==> src/rtl/drive_cmd_uart_tx_if.sv <==
// ---------------------------------------------------------------------------
// drive_cmd_uart_tx_if
// Signal bundle between the drive-request source and the command transmitter.
//   enable      : 1 = drive requests honoured, 0 = command forced to stop
//   req_fwd/back/left/right : raw direction requests
//   tx          : UART serial line, idle high
//   busy        : high while a frame (start..stop bit) is on the line
//   frame_done  : one-cycle pulse on the last cycle of the stop bit
//   last_cmd    : command byte of the most recently started frame
// master = request source (bench / nav logic), slave = transmitter.
// ---------------------------------------------------------------------------
interface drive_cmd_uart_tx_if;
  logic       enable;
  logic       req_fwd;
  logic       req_back;
  logic       req_left;
  logic       req_right;
  logic       tx;
  logic       busy;
  logic       frame_done;
  logic [7:0] last_cmd;

  modport master (
    output enable, req_fwd, req_back, req_left, req_right,
    input  tx, busy, frame_done, last_cmd
  );

  modport slave (
    input  enable, req_fwd, req_back, req_left, req_right,
    output tx, busy, frame_done, last_cmd
  );
endinterface

==> src/rtl/drive_cmd_uart_tx.sv <==
// ---------------------------------------------------------------------------
// drive_cmd_uart_tx
// Encodes direction requests into the car's command byte and sends it over a
// UART 8N1 line whenever the command changes, and as a heartbeat after
// HEARTBEAT_CYCLES-1 cycles without a frame start.
// Ports:
//   clk   : system clock
//   rst_n : asynchronous active-low reset
//   bus   : drive_cmd_uart_tx_if.slave (requests in; tx/busy/frame_done/last_cmd out)
// Parameters:
//   CLKS_PER_BIT     : clock cycles per UART bit (>= 2)
//   HEARTBEAT_CYCLES : heartbeat period in cycles (>= 10*CLKS_PER_BIT)
// ---------------------------------------------------------------------------
module drive_cmd_uart_tx #(
  parameter int CLKS_PER_BIT     = 434,
  parameter int HEARTBEAT_CYCLES = 5000000
) (
  input logic                clk,
  input logic                rst_n,
  drive_cmd_uart_tx_if.slave bus
);

  localparam int BAUD_W = $clog2(CLKS_PER_BIT);
  localparam int HB_W   = $clog2(HEARTBEAT_CYCLES);

  typedef enum logic [1:0] {IDLE, START, DATA, STOP} state_t;

  state_t            state_q, state_d;
  logic [BAUD_W-1:0] baud_cnt;
  logic [2:0]        bit_idx;
  logic [7:0]        shift_q;
  logic [7:0]        last_q;
  logic [HB_W-1:0]   hb_cnt;

  logic [7:0] cmd;
  logic       f, b, l, r;
  logic       baud_last;
  logic       hb_max;
  logic       trigger;
  logic       tx_c, busy_c, frame_done_c;

  // Opposite requests cancel each other, so 0x0A-style codes cannot occur.
  // NOTE: every always_comb output gets a value on every path (here trivially,
  // elsewhere via defaults at the top) so no latch is inferred.
  always_comb begin
    f   = bus.req_fwd   & ~bus.req_back;
    b   = bus.req_back  & ~bus.req_fwd;
    l   = bus.req_left  & ~bus.req_right;
    r   = bus.req_right & ~bus.req_left;
    cmd = bus.enable ? {4'b0000, r, b, l, f} : 8'h00;
  end

  assign baud_last = (baud_cnt == BAUD_W'(CLKS_PER_BIT - 1));
  assign hb_max    = (hb_cnt == HB_W'(HEARTBEAT_CYCLES - 1));
  assign trigger   = (cmd != last_q) || hb_max;

  // State register.
  // NOTE: sequential state uses non-blocking assignments so all registers
  // update from pre-edge values regardless of statement order.
  always_ff @(posedge clk or negedge rst_n) begin
    if (!rst_n) state_q <= IDLE;
    else        state_q <= state_d;
  end

  // Next-state logic.
  always_comb begin
    state_d = state_q;
    unique case (state_q)
      IDLE:    if (trigger)                     state_d = START;
      START:   if (baud_last)                   state_d = DATA;
      DATA:    if (baud_last && bit_idx == 3'd7) state_d = STOP;
      STOP:    if (baud_last)                   state_d = IDLE;
      default:                                  state_d = IDLE;
    endcase
  end

  // Outputs decode from the state register only, so asserting rst_n pulls
  // tx high and busy low immediately, without waiting for a clock.
  always_comb begin
    tx_c         = 1'b1;
    busy_c       = 1'b0;
    frame_done_c = 1'b0;
    unique case (state_q)
      START: begin tx_c = 1'b0;             busy_c = 1'b1; end
      DATA:  begin tx_c = shift_q[bit_idx]; busy_c = 1'b1; end
      STOP:  begin busy_c = 1'b1; frame_done_c = baud_last; end
      default: ;
    endcase
  end

  // Datapath: baud/bit counters, latched frame byte, heartbeat timer.
  always_ff @(posedge clk or negedge rst_n) begin
    if (!rst_n) begin
      baud_cnt <= '0;
      bit_idx  <= '0;
      shift_q  <= '0;
      last_q   <= '0;
      hb_cnt   <= '0;
    end else begin
      if (!hb_max) hb_cnt <= hb_cnt + HB_W'(1);

      if (state_q == IDLE || baud_last) baud_cnt <= '0;
      else                              baud_cnt <= baud_cnt + BAUD_W'(1);

      if (state_q == START)                   bit_idx <= '0;
      else if (state_q == DATA && baud_last)  bit_idx <= bit_idx + 3'd1;

      // The byte is frozen here; request changes mid-frame cannot reach tx.
      // The hb_cnt clear overrides the increment above (last assignment wins).
      if (state_q == IDLE && trigger) begin
        shift_q <= cmd;
        last_q  <= cmd;
        hb_cnt  <= '0;
      end
    end
  end

  assign bus.tx         = tx_c;
  assign bus.busy       = busy_c;
  assign bus.frame_done = frame_done_c;
  assign bus.last_cmd   = last_q;

endmodule
==> src/flat_wrapper.sv <==
// flat-port wrapper written by rule: the top's interface ports become plain ports
module drive_cmd_uart_tx_flat 
#(
  parameter int CLKS_PER_BIT     = 434,
  parameter int HEARTBEAT_CYCLES = 5000000
)
  (clk, rst_n, bus_enable, bus_req_fwd, bus_req_back, bus_req_left, bus_req_right, bus_tx, bus_busy, bus_frame_done, bus_last_cmd);
  drive_cmd_uart_tx_if bus_i ();
  input logic clk;
  input logic rst_n;
  input wire logic [$bits(bus_i.enable)-1:0] bus_enable;
  input wire logic [$bits(bus_i.req_fwd)-1:0] bus_req_fwd;
  input wire logic [$bits(bus_i.req_back)-1:0] bus_req_back;
  input wire logic [$bits(bus_i.req_left)-1:0] bus_req_left;
  input wire logic [$bits(bus_i.req_right)-1:0] bus_req_right;
  output wire logic [$bits(bus_i.tx)-1:0] bus_tx;
  output wire logic [$bits(bus_i.busy)-1:0] bus_busy;
  output wire logic [$bits(bus_i.frame_done)-1:0] bus_frame_done;
  output wire logic [$bits(bus_i.last_cmd)-1:0] bus_last_cmd;
  assign bus_i.enable = bus_enable;
  assign bus_i.req_fwd = bus_req_fwd;
  assign bus_i.req_back = bus_req_back;
  assign bus_i.req_left = bus_req_left;
  assign bus_i.req_right = bus_req_right;
  assign bus_tx = bus_i.tx;
  assign bus_busy = bus_i.busy;
  assign bus_frame_done = bus_i.frame_done;
  assign bus_last_cmd = bus_i.last_cmd;
  drive_cmd_uart_tx #(.CLKS_PER_BIT(CLKS_PER_BIT), .HEARTBEAT_CYCLES(HEARTBEAT_CYCLES)) u_core (.clk(clk), .rst_n(rst_n), .bus(bus_i));
endmodule
==> config.mk <==
export PLATFORM = sky130hd
export DESIGN_NAME = drive_cmd_uart_tx_flat
export DESIGN_NICKNAME = d
export VERILOG_FILES = /design/src/rtl/drive_cmd_uart_tx_if.sv /design/src/rtl/drive_cmd_uart_tx.sv /design/src/flat_wrapper.sv
export SDC_FILE = /design/constraint.sdc
export NUM_CORES = 1
export LEC_CHECK = 0
export ABC_AREA = 0
export CELL_PAD_IN_SITES_DETAIL_PLACEMENT = 1
export CELL_PAD_IN_SITES_GLOBAL_PLACEMENT = 1
export CORE_ASPECT_RATIO = 2
export CORE_MARGIN = 2
export CORE_UTILIZATION = 47
export CTS_BUF_LIST = sky130_fd_sc_hd__clkbuf_4 sky130_fd_sc_hd__clkbuf_8
export DETAILED_ROUTE_END_ITERATION = 7
export HOLD_SLACK_MARGIN = 0.08
export PLACE_DENSITY = 0.89
export SLEW_MARGIN = 20
export SYNTH_ARGS = -nofsm -noshare
export SYNTH_HDL_FRONTEND = slang
export SYNTH_SLANG_ARGS = --single-unit
==> constraint.sdc <==
create_clock -name clk -period 3.3 [get_ports clk]
set_input_delay 0.33 -clock clk [delete_from_list [all_inputs] [get_ports clk]]
set_output_delay 0.33 -clock clk [all_outputs]
set_load 0.05 [all_outputs]
; ---- After elaboration in Yosys (flattened, before gate mapping)
; Index checks and enable logic that the tools add are counted.
[word_totals]
regBits = 45
latchBits = 0
mem_bits_rw = 0
mem_bits_ro = 0
inputBits = 7
word_cells = 54
mem_count = 0
[op_classes]
n_addsub = 3
n_mul = 0
div_mod_pow = 0
order_cmp = 1
n_eq_ne = 12
shifts = 0
n_mux = 16
bitwise = 8
reduce_logical = 9
[ops]
columns = op, n
row1 = 2-to-1 mux 23 bit, 2
row2 = adder 23 x 1 -> 23 bit (second input constant), 1
row3 = == test 23 bit (second input constant), 1
row4 = adder 9 x 1 -> 9 bit (second input constant), 1
row5 = == test 9 bit (second input constant), 1
row6 = 2-to-1 mux 9 bit, 1
row7 = 2-to-1 mux 2 bit, 4
row8 = != test 2 x 1 -> 1 bit (second input constant), 4
row9 = != test 8 bit, 1
row10 = case mux 2 bit (4 select lines), 1
row11 = 2-to-1 mux 3 bit, 2
row12 = AND 1 bit, 4
row13 = == test 2 bit (second input constant), 2
row14 = less-than comparator 3 x 4 -> 1 bit (second input constant), 1
row15 = 2-to-1 mux 4 bit, 1
row16 = NOT 1 bit, 4
row17 = AND reduction 4 bit, 1
row18 = adder 3 x 1 -> 3 bit (second input constant), 1
row19 = binary-select mux 1 bit (select 3 bit), 1
row20 = == test 3 bit (second input constant), 1
row21 = logical AND 1 bit, 3
row22 = 2-to-1 mux 1 bit, 3
row23 = OR reduction 3 bit, 1
row24 = == test 2 x 1 -> 1 bit (second input constant), 1
row25 = 5 further kinds, 6

; ---- Longest topological paths before layout
[logic_depth]
word_depth = 7
ltp_mapped = 8
mapped_depth_nobuf = 7

; ---- Worst setup path after synthesis
; Ideal clock, no wire load.
[synth_timing]
kind = register to register
start = register u_core.hb_cnt[0]
end = register u_core.state_q[1]
setup_time_ns = 0.128
arrival_ns = 2.243
required_ns = 3.172
path_slack_ns = 0.929
path_stages_with_launch = 8
n_path_buf = 1
period_less_slack_ns = 2.371
cell_sequence = dfrtp_1 > ha_1 > and4_1 > nand2_1 > or4_1 > buf_6 > a311oi_2 > mux2_1
[synth_between]
elab_chain_cells = 4
[synth_lines]
columns = item, line_no
row1 = "start, declared", drive_cmd_uart_tx.sv:33  ; logic [HB_W-1:0] hb_cnt;
row2 = "start signal, assigned", drive_cmd_uart_tx.sv:100  ; if (!hb_max) hb_cnt <= hb_cnt + HB_W'(1);
row3 = == test 23 bit, drive_cmd_uart_tx.sv:54  ; assign hb_max = (hb_cnt == HB_W'(HEARTBEAT_CYCLES - 1));
row4 = logical OR 1 bit, drive_cmd_uart_tx.sv:55  ; assign trigger = (cmd != last_q) || hb_max;
row5 = != test 2 x 1 -> 1 bit (no line), -
row6 = AND reduction 4 bit (no line), -
row7 = "end signal, assigned", drive_cmd_uart_tx.sv:62  ; else state_q <= state_d;
row8 = "end, declared", drive_cmd_uart_tx.sv:28  ; state_t state_q, state_d;
; Every way passes these cells.
; A chain may end at the register's enable or synchronous reset.

; ---- Worst setup path after layout
; Same ends and word-level chain as after synthesis.

==> out/results.ini <==
[global_route]
antenna_found_initial=0
grt_pass1_wl_um=8800
grt_overflow=0
grtUsageMet1_pct=22.9
grt_pass1_vias=1929
grt_max_degree=42
grtUsageTotal_pct=22.3
grtUsageMet3_pct=2.36
gr-usage-met2_pct=42.6
busiest_layer=met2

[yosys]
yosysWarnings=0
yosys_register_bits=41
yosysMostFrequentCell=dfrtp_1
synth_area_sq_mm=0.00224
synth_edf_count=0
synth_flop_cell=dfrtp_1
synth_top_area_cell=dfrtp_1
postSynthAreaPerCell_sq_um=9.77
yosysUniqueCellTypes=40
yosysSeqAreaShare_pct=45.9
synth_common_cells=dfrtp_1 (41), nor2_1 (34), xor2_1 (20), nand2_1 (19), nand3_1 (13)
synth.top_cell.area_share_pct=45.9
postSynthCellCount=229
async_flop_share_pct=100
yosys-top-cells-area=dfrtp_1 (46%), xor2_1 (7.8%), nor2_1 (5.7%)

[cts]
cts_root_buf=clkbuf_8
cts_buffers=5
postCtsSetupBuffers=0
htreeDepth=2
ctsLongestPathBuffers=2
cts_resized=0
clk_latency_ns=0.28
cts_hold_repair.buffers=0
numClockSinks=41
cts_tree=built
path_clk_slew_ns=0.08

[route]
post_drt_wl_per_cell_um=17.0
firstDrtPassIters=4
dr_total_vias=1715
antenna_left=0
drt_wl_total_um=5130
drc_errors=0
viasPerCell=5.70
first_iter_violations=42

[floorplan]
rows=35
die_area_sq_mm=0.00536
core-area_sq_mm=0.00460
io_pins=18
die_y_um=102
die_x_um=52.8
start_util_pct=48.7

[placement]
portBuffers=13
gp_congestion=0.845
placedCellCount=295
dp_hpwl_um=3890

[critical_path]
reg2reg_depth=6
crit_start=u_core.hb_cnt[0]$_DFFE_PN0P_
critPathBufInv=0
critPathMaxFanout=10
crit_type=flop to flop
endpoint=u_core.state_q[1]$_DFFE_PN0P_
r2r_start=u_core.hb_cnt[0]$_DFFE_PN0P_
cp_data_required_time_ns=3.47
arrival_ns=2.90
crit_cells=6
slowest_delay_ns=0.76
reg2reg_to=u_core.state_q[1]$_DFFE_PN0P_
critPathSlowestCell=or4_1
start_kind=flop
cp-end-kind=flop
rrSetupSlack_ns=0.57
path_cells=ha_1, and4_1, nand2_1, or4_1, a311oi_2, mux2_1
crit_family=simple AND/OR/NAND/NOR gates

[timing]
min_period_ns=2.73
fin_crit_sh_pct=82.8
setup_viol=0
finalHoldViolCount=0
tightest_slew_ns=0.925
maxSlewViolCount=0
slew_headroom_pct=38.3
fin_skew_ns=0.00275
fmax_mhz=366
grt_setup_unrepaired=no
setup_tns_ns=0

[run]
drv_cap=0

[layout]
final_nets=264
areaGrowthSynthToFinish_pct=11.0
final_cells=301
drive_gt1_share_pct=5.69
n_antenna_cell=0

[pwr]
p_leak_uw=0.00110
p_per_area_mw_per_mm2=687
peakVddDrop_uv=516
power_uw=1710

[hold_path]
holdCritPathClass=primary input to async pin

[status]
outcome=complete, no violations

-- kinds of logic after synthesis --
logic type | after synthesis | share of synthesized area [%]
fa+ha+maj | 10 | 5.59
compound gates | 16 | 4.98
buf+inv | 18 | 4.14
simple gates | 108 | 24.7
mux | 4 | 2.40
flops | 41 | 45.9
xor+xnor | 31 | 12.1
other cells | 1 | 0.168
-- worst min path at each step --
stage                from  depth (start not counted)                             to  slack (ns)
finish              rst_n                          1  u_core.hb_cnt[21]$_DFFE_PN0P_        0.18
global route        rst_n                          1  u_core.hb_cnt[22]$_DFFE_PN0P_        0.26
CTS                 rst_n                          1  u_core.hb_cnt[21]$_DFFE_PN0P_        0.22
detailed placement  rst_n                          1  u_core.hb_cnt[21]$_DFFE_PN0P_        0.53
global placement    rst_n                          1  u_core.hb_cnt[22]$_DFFE_PN0P_        0.52
floorplan           rst_n                          0   u_core.baud_cnt[0]$_DFF_PN0_        0.03
-- stage by stage --
stage | cell area [sq um] | worst slack [ns] | util (%) | hold WS, ns
2_1_floorplan | 2250 | 0.929 | - | 0.0344
3_3_place_gp | 2410 | 0.780 | 52.4 | 0.516
3_5_place_dp | 2410 | 0.581 | 52.4 | 0.528
4_1_cts | 2480 | 0.564 | 54.0 | 0.218
5_1_grt | 2480 | 0.461 | 54.0 | 0.257
6_report | 2480 | 0.568 | 54.0 | 0.178
-- cell usage in the layout, fill, tap and decap left out, drive strengths merged, types with 5 or more instances in the layout --
cell type,netlist,routed
dfrtp,41,41
nor2,34,34
xor2,20,20
nand2,19,19
nand3,13,13
clkdlybuf4s50,0,12
xnor2,11,11
inv,10,10
ha,10,10
nand4,9,9
nand3b,5,5
and3,5,5
nor3,5,5
clkbuf,1,5
-- layer usage --
layer	vias to the layer above	wire length (um)
met4	0	129
met1	871	1880
met2	20	3070
met5	-	0
li1	814	-
met3	10	51
-- flip-flops by register name, summed over array words and instances, names as in the netlist --
name	cells
u_core.state_q	2
u_core.shift_q	4
u_core.bit_idx	3
u_core.baud_cnt	9
u_core.hb_cnt	23
-- area by class of cell --
type,count,area [sq um]
clock buffer,5,68.8
clock inverter,1,5.00
fill,540,2110
inverter,10,37.5
multi-input combinational,173,1130
sequential,41,1030
tap,55,68.8
timing repair buffer,16,148
-- worst reg2reg max path, delay by kind of cell, from the launching register on --
family                     cells  cell delay, ns
muxes                          1            0.36
DFF                            1            0.42
AOI/OAI and AO/OA              1            0.41
and+or+nand+nor                3            1.18
adders and majority gates      1            0.25
-- report_power, final --
group	leakage (uW)	switching (uW)	internal (uW)
clock network	0.0000399	165	139
logic	0.000510	443	263
registers	0.000555	106	590
(Power assumes the default switching activity.)
